==> src/rtl/spi_flash_read_seq.sv <==
// Runs a full SPI flash read (CS on, opcode, address, dummy, 1-4 data bytes, CS off) through a byte engine.
// One engine op in flight; each op is held until acceptance and a new one waits for spi_ready to go low.
module spi_flash_read_seq #(
   parameter logic [7:0]  OPCODE      = 8'h03,
   parameter int unsigned DUMMY_BYTES = 0,
   parameter logic [15:0] DIV         = 16'd2
) (
   input  logic        clk,
   input  logic        resetn,
   input  logic        req_valid,
   input  logic [23:0] req_addr,
   input  logic [1:0]  req_len,
   output logic        req_ready,
   output logic [31:0] resp_data,
   output logic        busy,
   output logic        spi_valid,
   output logic        spi_ctrl,
   output logic [31:0] spi_wdata,
   output logic [3:0]  spi_wstrb,
   output logic [15:0] spi_div,
   input  logic        spi_ready,
   input  logic [31:0] spi_rdata
);
   typedef enum logic [2:0] {S_IDLE, S_CSON, S_WR, S_POLL, S_RD, S_CSOFF, S_DONE} state_t;

   localparam logic [3:0] DATA_START = 4'(4 + DUMMY_BYTES);

   state_t      state_q, state_d;
   logic [23:0] addr_q, addr_d;
   logic [1:0]  len_q, len_d;
   logic [3:0]  idx_q, idx_d;
   logic [31:0] resp_q, resp_d;
   logic        rdy_low_q, rdy_low_d;
   logic        spi_valid_q, spi_valid_d;
   logic        spi_ctrl_q, spi_ctrl_d;
   logic [31:0] spi_wdata_q, spi_wdata_d;
   logic [3:0]  spi_wstrb_q, spi_wstrb_d;

   logic        accept;
   logic        gap_ok;
   logic        data_phase;
   logic        last_byte;
   logic [3:0]  data_idx;
   logic [7:0]  wr_byte;
   logic        unused_ok;

   assign accept     = spi_valid_q & spi_ready;
   // The ready-low sighting may come from this very cycle, so a fast engine costs only one idle cycle.
   assign gap_ok     = rdy_low_q | ~spi_ready;
   assign data_phase = (idx_q >= DATA_START);
   assign last_byte  = (idx_q == DATA_START + {2'b00, len_q});
   assign data_idx   = idx_q - DATA_START;
   assign unused_ok  = ^{spi_rdata[30:8], data_idx[3:2]};

   always_comb begin
      case (idx_q)
         4'd0:    wr_byte = OPCODE;
         4'd1:    wr_byte = addr_q[23:16];
         4'd2:    wr_byte = addr_q[15:8];
         4'd3:    wr_byte = addr_q[7:0];
         default: wr_byte = 8'h00;
      endcase
   end

   always_ff @(posedge clk or negedge resetn) begin
      if (!resetn) begin
         state_q     <= S_IDLE;
         addr_q      <= '0;
         len_q       <= '0;
         idx_q       <= '0;
         resp_q      <= '0;
         rdy_low_q   <= 1'b0;
         spi_valid_q <= 1'b0;
         spi_ctrl_q  <= 1'b0;
         spi_wdata_q <= '0;
         spi_wstrb_q <= '0;
      end else begin
         state_q     <= state_d;
         addr_q      <= addr_d;
         len_q       <= len_d;
         idx_q       <= idx_d;
         resp_q      <= resp_d;
         rdy_low_q   <= rdy_low_d;
         spi_valid_q <= spi_valid_d;
         spi_ctrl_q  <= spi_ctrl_d;
         spi_wdata_q <= spi_wdata_d;
         spi_wstrb_q <= spi_wstrb_d;
      end
   end

   always_comb begin
      state_d = state_q;
      case (state_q)
         S_IDLE:  if (req_valid) state_d = S_CSON;
         S_CSON:  if (accept) state_d = S_WR;
         S_WR:    if (accept) state_d = S_POLL;
         S_POLL:  if (accept && !spi_rdata[31]) state_d = data_phase ? S_RD : S_WR;
         S_RD:    if (accept) state_d = last_byte ? S_CSOFF : S_WR;
         S_CSOFF: if (accept) state_d = S_DONE;
         S_DONE:  state_d = S_IDLE;
         default: state_d = S_IDLE;
      endcase
   end

   always_comb begin
      addr_d      = addr_q;
      len_d       = len_q;
      idx_d       = idx_q;
      resp_d      = resp_q;
      rdy_low_d   = rdy_low_q | ~spi_ready;
      spi_valid_d = spi_valid_q;
      spi_ctrl_d  = spi_ctrl_q;
      spi_wdata_d = spi_wdata_q;
      spi_wstrb_d = spi_wstrb_q;
      if (accept) begin
         spi_valid_d = 1'b0;
         rdy_low_d   = 1'b0;
      end
      case (state_q)
         S_IDLE: if (req_valid) begin
            addr_d = req_addr;
            len_d  = req_len;
            idx_d  = '0;
            resp_d = '0;
         end
         S_POLL: if (accept && !spi_rdata[31] && !data_phase) idx_d = idx_q + 4'd1;
         S_RD: if (accept) begin
            resp_d[{data_idx[1:0], 3'b000} +: 8] = spi_rdata[7:0];
            if (!last_byte) idx_d = idx_q + 4'd1;
         end
         default: ;
      endcase
      // A state with no op outstanding issues its op once the gap rule allows.
      if (!spi_valid_q && gap_ok) begin
         case (state_q)
            S_CSON:  begin spi_valid_d = 1'b1; spi_ctrl_d = 1'b0; spi_wdata_d = 32'd1;             spi_wstrb_d = 4'b0001; end
            S_WR:    begin spi_valid_d = 1'b1; spi_ctrl_d = 1'b1; spi_wdata_d = {24'b0, wr_byte}; spi_wstrb_d = 4'b0001; end
            S_POLL:  begin spi_valid_d = 1'b1; spi_ctrl_d = 1'b0; spi_wdata_d = '0;                spi_wstrb_d = 4'b0000; end
            S_RD:    begin spi_valid_d = 1'b1; spi_ctrl_d = 1'b1; spi_wdata_d = '0;                spi_wstrb_d = 4'b0000; end
            S_CSOFF: begin spi_valid_d = 1'b1; spi_ctrl_d = 1'b0; spi_wdata_d = '0;                spi_wstrb_d = 4'b0001; end
            default: ;
         endcase
      end
   end

   assign req_ready = (state_q == S_DONE);
   assign busy      = (state_q != S_IDLE);
   assign resp_data = resp_q;
   assign spi_valid = spi_valid_q;
   assign spi_ctrl  = spi_ctrl_q;
   assign spi_wdata = spi_wdata_q;
   assign spi_wstrb = spi_wstrb_q;
   assign spi_div   = DIV;

endmodule
==> config.mk <==
export PLATFORM = sky130hd
export DESIGN_NAME = spi_flash_read_seq
export DESIGN_NICKNAME = d
export VERILOG_FILES = /design/src/rtl/spi_flash_read_seq.sv
export SDC_FILE = /design/constraint.sdc
export NUM_CORES = 1
export LEC_CHECK = 0
export BUFFER_PORTS_ARGS = -buffer_cell sky130_fd_sc_hd__buf_2
export CAP_MARGIN = 40
export CORE_AREA = 10 10 101 103
export CTS_CLUSTER_SIZE = 8
export DETAILED_ROUTE_END_ITERATION = 8
export DIE_AREA = 0 0 111 113
export GPL_TIMING_DRIVEN = 0
export PLACE_DENSITY = 0.77
export SLEW_MARGIN = 20
export SYNTH_ARGS = -nofsm -noshare
export SYNTH_HDL_FRONTEND = slang
export SYNTH_SLANG_ARGS = --single-unit
export TNS_END_PERCENT = 10
==> constraint.sdc <==
create_clock -name clk -period 2.2 [get_ports clk]
set_input_delay 0.22 -clock clk [delete_from_list [all_inputs] [get_ports clk]]
set_output_delay 0.22 -clock clk [all_outputs]
set_load 0.02 [all_outputs]
==> results.md, run 1 <==
- Register area: approximately 1900 um^2
- Sequential share of the synthesized area: 0.494
- Clock tree root driver cell: clkbuf_8
- Final Instance Count excl. Fillers: between 500 and 600
- Fmax: between 0.4 and 0.5 GHz
- Synth top area share: 0.494
- Avg Vias per Cell: about 5.1
- Synth area leaders: dfrtp_1, buf_4, mux2_2, a22o_1, nand2_1
- Clk Latency, worst-skew pair: around 0.36 ns
- 1st-iter DRT viols: 229
- Die W: between 100 and 150 um
- Logic gate share of total power: 0.356
- Die height: 113 um
- DP Area: around 4600 um^2
- RSZ-0062 raised after global routing: false
- Num rows: 33
- Final min period: approximately 2.1 ns
- # DRC: 0
- Global route total overflow: 0
- PD cells: 1050 nW/um^2
- Overall global routing resource usage: 0.156
- Area growth from synthesis to layout: 25.2%
- Core area: approximately 8100 um^2
- Vias: roughly 3000
- Final WL: between 9000 and 10000 um
- # fillers: ~700
- Syn_area_per_cell: around 11 um^2
- Setup TNS: 0 ns
- CTS Sinks: 77
- HPWL after DPL: approximately 7400 um
- Switching Power: roughly 1.9 mW
- Synth area leader: dfrtp_1
- Wirelength per Cell: between 15 and 20 um
- Peak supply drop: about 0.00064 V
- Relative slew slack: 0.569
- Pin count of the biggest net entering global routing: 45
- Cell area after synthesis: 3900 um^2
- Leakage power: ~2.5 nW
- Async SR Flop Fraction: 1.00
- Main synth FF type: dfrtp_1
- Nets: around 550
- Leading cell type in the layout, fill and taps excluded: buf_2
- H-tree levels: 3
- Max Cap Violations: 0
- Switch share: 0.362
- CTS tree: built
- Flops & latches, synth: a little under 80
- Hold Crit Class: in -> reg
- CP Data Required Time: around 2.5 ns
- Number of buffers added on ports: 83
- Highest-count cells in the layout ignoring fill and taps: buf_2, dfrtp_1, buf_4
- Die area: ~13000 um^2
- Crit path kind: reg -> reg
- Worst Path Arrival: 2.35 ns
- Tot Pwr: between 5 and 6 mW
- Initial antenna violation count: 0
- Clk pwr share: 0.240
- Final number of hold-violating endpoints: 0
- Synth Instances: 344
- First-pass GRT wire length: 16200 um
- I/O pins: 150
- Final worst path period share: 0.944
- Clk buf depth: 2
- Fin. max-slew vios: 0
- Vias in the first global route: 3222
- First drt pass iteration count: 4
- Inserted Diodes: 0
- Worst Max-Slew Pin Slew: approximately 0.64 ns
- Clock skew: around 0.0041 ns
- Status: complete, no violations
- Worst-path maximum fanout: 9
- CTS Buf Count: 9
- # setup viols final: 0
- Internal power: approximately 3.3 mW
- Post-layout instance area: 4880 um^2
- Synth unique cells: approximately 50
- Post-synth EDFFs: 0
- RD Place Congestion: between 0.9 and 1
- Worst setup EP type: flip-flop
- Clock slew at reported path FFs: roughly 0.080 ns
- Crit start category: flip-flop
- Final ANT Viol Nets: 0
- Cells after DPL: approximately 570
- Multi-input gate area: 1700 um^2
- Initial Util: 0.479
- Sequential share of power: 0.404
- Proportion of layout cells with a drive suffix above 1: 0.416
- Postcts setup bufs: 0
- Yosys warns: 0
[metal layers]
layer / wire [um] / up-vias / part of all wire / GRT usage
met5: 0 / - / 0 / 0
met4: 136 / 0 / 0.014 / 0.0521
met3: 879 / 16 / 0.090 / 0.0618
met2: 4630 / 131 / 0.48 / 0.259
met1: 4080 / 1418 / 0.42 / 0.181
li1: - / 1426 / - / -
[Yosys cell counts, types with 3 or more instances]
| cell type | n |
|---|---|
| nor2_1 | 7 |
| clkbuf_1 | 6 |
| a211oi_1 | 3 |
| a21oi_1 | 6 |
| or3_1 | 4 |
| o31ai_1 | 9 |
| dfrtp_1 | 77 |
| nand4_1 | 3 |
| ha_1 | 7 |
| buf_4 | 43 |
| buf_2 | 7 |
| nand2b_1 | 4 |
| and3_1 | 3 |
| nand3_1 | 3 |
| o31ai_2 | 8 |
| a22o_1 | 19 |
| nor2b_1 | 3 |
| o21ai_0 | 12 |
| inv_1 | 13 |
| mux2_2 | 27 |
| a222oi_1 | 6 |
| and2_1 | 3 |
| nand2_1 | 33 |
[worst paths after layout]
| path | startpoint | to | slack [ns] | cells past startpoint |
|---|---|---|---|---|
| max | idx_q[1]$_DFFE_PN0P_ | spi_wdata[0]$_DFFE_PN0P_ | 0.12 | 6 |
| min | req_addr[12] | addr_q[12]$_DFFE_PN0P_ | 0.09 | 2 |
| max reg2reg | idx_q[1]$_DFFE_PN0P_ | spi_wdata[0]$_DFFE_PN0P_ | 0.12 | 6 |
| min reg2reg | resp_data[3]$_DFFE_PN0P_ | resp_data[3]$_DFFE_PN0P_ | 0.48 | 2 |
| max in group asynchronous | resetn | addr_q[2]$_DFFE_PN0P_ | 1.28 | 3 |
| min in group asynchronous | resetn | resp_data[26]$_DFFE_PN0P_ | 0.35 | 2 |
[sequential cells by signal (all words and copies together), names as in the netlist]
name / cells
resp_data: 32
addr_q: 24
spi_wdata: 8
idx_q: 4
state_q: 3
len_q: 2
rdy_low_q: 1
spi_ctrl: 1
spi_valid: 1
spi_wstrb: 1
[metrics by stage]
step / setup WS, ns / hold slack (ns) / utilization
3_5_place_dp: -0.200 / 0.202 / 0.568
6_report: 0.123 / 0.0885 / 0.600
4_1_cts: 0.00266 / 0.0709 / 0.597
3_3_place_gp: -0.132 / 0.452 / 0.565
2_1_floorplan: 0.240 / -0.0756 / -
5_1_grt: 0.0158 / 0.0787 / 0.600
[worst max-delay path, stage by stage (launching register included)]
cell,delay (ns)
dfrtp_1,0.47
inv_1,0.23
ha_2,0.36
nor4_1,0.08
or3_1,0.34
clkbuf_1,0.24
o221ai_1,0.25
[logic make-up after synthesis]
kind of cell / Yosys count / share of synthesized area
buffers and inverters: 72 / 0.117
muxes: 28 / 0.0806
adders and majority gates: 7 / 0.0225
AOI/OAI and AO/OA: 81 / 0.172
xor gates and xnor gates: 2 / 0.00450
other: 2 / 0.00193
and+or+nand+nor: 75 / 0.107
DFF: 77 / 0.494
[power groups by stage]
stage	logic [mW]	clock network [mW]	registers, mW
global placement	1.72	0	2.08
detailed placement	1.78	0	2.10
CTS	1.80	1.26	2.07
finish	1.83	1.23	2.07
floorplan	1.20	0	2.16
global route	2.03	1.31	2.14
[final cells by class]
class | count | area share
Buffer | 55 | 0.0803
Clock buffer | 10 | 0.0282
Clock inverter | 6 | 0.0192
Inverter | 14 | 0.0108
Multi-Input combinational cell | 236 | 0.348
Sequential cell | 77 | 0.395
Tap cell | 105 | 0.0269
Timing Repair Buffer | 85 | 0.0918
[timing repair]
item                                   CTS  global route
gates resized for setup                  1             5
endpoints found under the hold margin   33             0
hold buffers                             1             0
setup endpoints to repair               24            25
Note: power is estimated with default switching activity, not from simulation.
==> run 2: changes to the inputs <==
--- a/config.mk
+++ b/config.mk
@@ -12,7 +12,7 @@
 export DETAILED_ROUTE_END_ITERATION = 8
 export DIE_AREA = 0 0 111 113
 export GPL_TIMING_DRIVEN = 0
-export PLACE_DENSITY = 0.77
+export PLACE_DENSITY = 0.8
 export SLEW_MARGIN = 20
 export SYNTH_ARGS = -nofsm -noshare
 export SYNTH_HDL_FRONTEND = slang
==> results.md, run 2 (synthesis gave the netlist of run 1 again) <==
- Leakage power: roughly 2.5 nW
- HPWL after DPL: between 7000 and 8000 um
- Die height: 113 um
- Worst Max-Slew Pin Slew: roughly 0.7 ns
- Final WS setup: ~0.14 ns
- Max Cap Violations: 0
- Die area: between 10000 and 15000 um^2
- Status: complete, no violations
- CTS tree: built
- Clk Latency, worst-skew pair: 0.34 ns
- Crit path cell chain: inv_1 -> ha_2 -> nor4_1 -> or3_1 -> clkbuf_1 -> o221ai_1
- H-tree levels: 3
- Vias in the first global route: approximately 3200
- Worst Path Arrival: roughly 2.3 ns
- I/O pins: 150
- Worst-path maximum fanout: 9
- Highest-count cells in the layout ignoring fill and taps: buf_2, dfrtp_1, buf_4
- CTS Sinks: 77
- 1st-iter DRT viols: ~250
- Global route total overflow: 0
- Buf/Inv on CP: 2
- Clock slew at reported path FFs: 0.08 ns
- Fin. max-slew vios: 0
- Worst setup EP type: flip-flop
- Wirelength per Cell: 16.7 um
- Peak supply drop: just under 0.0006 V
- First-pass GRT wire length: around 16000 um
- Worst Setup EP: spi_wdata[0]$_DFFE_PN0P_
- Relative slew slack: 0.537
- Inserted Diodes: 0
- CP Depth: 6
- Overall global routing resource usage: 0.155
- Initial Util: 0.479
- First drt pass iteration count: 4
- Setup WS pre-CTS: -0.187 ns
- Initial antenna violation count: 0
- CTS Buf Count: 9
- RD Place Congestion: roughly 0.9
- RSZ-0062 raised after global routing: false
- CP Data Required Time: 2.44 ns
- Crit path max-delay family: flip-flops
- PD cells: around 1000 nW/um^2
- Postcts setup bufs: 0
- Origin of the worst setup path: idx_q[0]$_DFFE_PN0P_
- Final ANT Viol Nets: 0
- Proportion of layout cells with a drive suffix above 1: 0.414
- Fmax: between 0.4 and 0.5 GHz
- # setup viols final: 0
- Crit start category: flip-flop
- Clock skew: between 0.005 and 0.006 ns
- R2R depth: 6
- Final min period: about 2.1 ns
- Num rows: 33
- Number of buffers added on ports: 83
- Max reg flops: 32
- Reg2reg end: spi_wdata[0]$_DFFE_PN0P_
- Tot Pwr: ~4.8 mW
- Flop2flop setup slack: between 0.1 and 0.15 ns
- Final worst path period share: 0.934
- Area growth from synthesis to layout: 23.6%
- Crit path kind: reg -> reg
- Pin count of the biggest net entering global routing: 45
- Hold Crit Class: in -> reg
- Avg Vias per Cell: 5.15
- Clk buf depth: 2
- Worst reg2reg startpoint: idx_q[0]$_DFFE_PN0P_
- # DRC: 0
- Final WL: a little under 10000 um
- Leading cell type in the layout, fill and taps excluded: buf_2
- Nets: between 500 and 600
- CP max stage delay: ~0.48 ns
- Die W: around 110 um
- Core area: ~8100 um^2
- Final number of hold-violating endpoints: 0
- Final core occ: 0.592
- Slowest cell on crit path: dfrtp_2
- Vias: 3027
- Clock tree root driver cell: clkbuf_8
[run 2: report_power, final]
part           switching (mW)  internal (mW)  total (mW)
sequential              0.267           1.81        2.08
clock                   0.492          0.466       0.958
combinational            1.04          0.770        1.81
[run 2: what timing repair did]
item | in CTS | in global routing
hold buffers | 1 | 0
resized for setup | 1 | 4
pin swaps | 0 | 1
endpoints found under the hold margin | 33 | 0
endpoints found under the setup margin | 24 | 27
[run 2: layout make-up]
type	count	area (um^2)
Tap cell	105	131
Inverter	14	52.6
Buffer	55	392
Multi-Input combinational cell	236	1690
Clock buffer	12	155
Timing Repair Buffer	85	448
Clock inverter	4	22.5
Sequential cell	77	1930
Fill cell	683	3320
[run 2: metal layers]
layer,share of wire,vias up,global-route usage
met1,0.43,1447,0.187
li1,-,1432,-
met3,0.093,12,0.0555
met5,0,-,0
met2,0.47,136,0.257
met4,0.010,0,0.0399
[run 2: how the worst min path moves through the flow]
stage,slack (ns),startpoint,depth (start not counted),end
after floorplan,-0.08,resetn,0,addr_q[0]$_DFFE_PN0P_
after global placement,0.45,req_addr[19],2,addr_q[19]$_DFFE_PN0P_
after detailed placement,0.20,resetn,1,resp_data[31]$_DFFE_PN0P_
after CTS,0.09,req_addr[18],2,addr_q[18]$_DFFE_PN0P_
after global routing,0.1,req_addr[10],2,addr_q[10]$_DFFE_PN0P_
final,0.11,req_addr[0],2,addr_q[0]$_DFFE_PN0P_
[run 2: per-stage QoR]
stage / TNS (ns) / cells / hold WS (ns) / area, um^2
2_1_floorplan: 0 / 385 / -0.0756 / 4050
3_3_place_gp: -0.432 / 573 / 0.452 / 4600
3_5_place_dp: -1.60 / 574 / 0.195 / 4620
4_1_cts: 0 / 588 / 0.0928 / 4800
5_1_grt: 0 / 588 / 0.0981 / 4820
6_report: 0 / 588 / 0.110 / 4820
==> run 3: changes to the inputs <==
--- a/config.mk
+++ b/config.mk
@@ -7,12 +7,13 @@
 export LEC_CHECK = 0
 export BUFFER_PORTS_ARGS = -buffer_cell sky130_fd_sc_hd__buf_2
 export CAP_MARGIN = 40
-export CORE_AREA = 10 10 101 103
+export CORE_AREA = 10 10 99 101
+export CTS_BUF_LIST = sky130_fd_sc_hd__clkbuf_4
 export CTS_CLUSTER_SIZE = 8
 export DETAILED_ROUTE_END_ITERATION = 8
-export DIE_AREA = 0 0 111 113
+export DIE_AREA = 0 0 109 111
 export GPL_TIMING_DRIVEN = 0
-export PLACE_DENSITY = 0.8
+export PLACE_DENSITY = 0.83
 export SLEW_MARGIN = 20
 export SYNTH_ARGS = -nofsm -noshare
 export SYNTH_HDL_FRONTEND = slang
==> results.md, run 3 (synthesis gave the netlist of run 1 again) <==
- Worst Max-Slew Pin Slew: 0.658 ns
- Final number of hold-violating endpoints: 0
- Post-layout instance area: approximately 4800 um^2
- Initial antenna violation count: 0
- Initial Util: 0.489
- Die area: about 12000 um^2
- I/O pins: 150
- Multi-input gate area: 1700 um^2
- Clk buf depth: 2
- Max reg flops: 32
- Register area: about 1900 um^2
- # fillers: 670
- CTS Buf Count: 9
- Clk Latency, worst-skew pair: approximately 0.42 ns
- Core area: around 8000 um^2
- RD Place Congestion: 0.934
- Tot Pwr: roughly 4.7 mW
- CTS tree: built
- Number of buffers added on ports: 83
- Final min period: between 2 and 2.5 ns
- Pin count of the biggest net entering global routing: 56
- 1st-iter DRT viols: between 200 and 250
- Die height: 111 um
- Clock skew: roughly 0.015 ns
- Worst-path maximum fanout: 9
- # setup viols final: 0
- Crit path kind: reg -> reg
- Avg Vias per Cell: ~5
- Inserted Diodes: 0
- Area growth from synthesis to layout: 22.9%
- PD cells: ~980 nW/um^2
- Num rows: 33
- Hold Crit Class: in -> reg
- Max Cap Violations: 0
- Vias: roughly 3000
- Nets: ~550
- Worst setup EP type: flip-flop
- DP Area: ~4600 um^2
- Fmax: between 0.4 and 0.5 GHz
- CP Data Required Time: ~2.5 ns
- CTS Sinks: between 70 and 80
- Final ANT Viol Nets: 0
- Final WL: roughly 9700 um
- Die W: around 110 um
- HPWL after DPL: 7460 um
- Worst Path Arrival: 2.39 ns
- Peak supply drop: 0.000800 V
- Fin. max-slew vios: 0
- H-tree levels: 3
- Wirelength per Cell: roughly 16 um
- Relative slew slack: 0.559
- Clock slew at reported path FFs: ~0.12 ns
- # DRC: 0
- Proportion of layout cells with a drive suffix above 1: 0.410
- Highest-count cells in the layout ignoring fill and taps: buf_2, dfrtp_1, buf_4
- Crit start category: flip-flop
- Status: complete, no violations
- Leading cell type in the layout, fill and taps excluded: buf_2
- Vias in the first global route: ~3200
- Global route total overflow: 0
- Final worst path period share: 0.938
- First-pass GRT wire length: approximately 16000 um
- RSZ-0062 raised after global routing: false
- Leakage power: 2.45 nW
- Postcts setup bufs: 0
- First drt pass iteration count: 5
- Overall global routing resource usage: 0.159
- Clock tree root driver cell: clkbuf_4
==> run 3: cell type report <==
class | instances | area share
Tap cell | 105 | 0.0274
Sequential cell | 77 | 0.402
Clock inverter | 6 | 0.0115
Multi-Input combinational cell | 236 | 0.355
Clock buffer | 9 | 0.0141
Inverter | 14 | 0.0110
Timing Repair Buffer | 86 | 0.0972
Buffer | 55 | 0.0818
==> run 3: power breakdown <==
group / switching (mW) / leakage [nW] / internal (mW)
sequential: 0.274 / 0.998 / 1.80
combinational: 1.05 / 1.38 / 0.789
clock: 0.466 / 0.0666 / 0.329
==> run 3: worst paths after layout <==
| check | from | to | slack (ns) | depth (start not counted) |
|---|---|---|---|---|
| max in group asynchronous | resetn | addr_q[19]$_DFFE_PN0P_ | 1.39 | 3 |
| max reg2reg | idx_q[1]$_DFFE_PN0P_ | spi_wdata[0]$_DFFE_PN0P_ | 0.14 | 6 |
| min reg2reg | resp_data[7]$_DFFE_PN0P_ | resp_data[7]$_DFFE_PN0P_ | 0.49 | 2 |
| min in group asynchronous | resetn | resp_data[22]$_DFFE_PN0P_ | 0.24 | 2 |
| max | idx_q[1]$_DFFE_PN0P_ | spi_wdata[0]$_DFFE_PN0P_ | 0.14 | 6 |
| min | req_addr[6] | addr_q[6]$_DFFE_PN0P_ | 0.02 | 2 |
==> run 3: layer usage <==
layer  part of all wire  routed length (um)  GRT usage  up-vias
met5                  0                   0          0        -
met4              0.014                 136     0.0413        0
met1               0.38                3670      0.185     1430
li1                   -                   -          -     1420
met2               0.48                4620      0.261      160
met3               0.13                1270     0.0674       16
==> run 3: worst max-delay path, cell delays in order (launching register included) <==
cell      delay (ns)
dfrtp_1         0.48
inv_1           0.21
ha_2            0.37
nor4_1          0.08
or3_1           0.34
clkbuf_1        0.23
o221ai_1        0.26
==> run 3: timing repair <==
action | 4_1_cts | 5_1_grt
resized for setup | 1 | 5
cloned | 0 | 0
hold buffers | 2 | 0
endpoints found under the setup margin | 17 | 24
pin swaps | 0 | 1
endpoints found under the hold margin | 23 | 0
==> run 3: metrics by stage <==
stage	hold WS (ns)	worst slack [ns]	setup TNS, ns	util	cells
6_report	0.0241	0.137	0	0.601	588
4_1_cts	0.000324	0.00890	0	0.598	588
5_1_grt	0.00417	0.00871	0	0.601	588
2_1_floorplan	-0.0756	0.240	0	-	385
3_3_place_gp	0.452	-0.0922	-0.362	0.577	573
3_5_place_dp	0.136	-0.177	-1.24	0.581	574
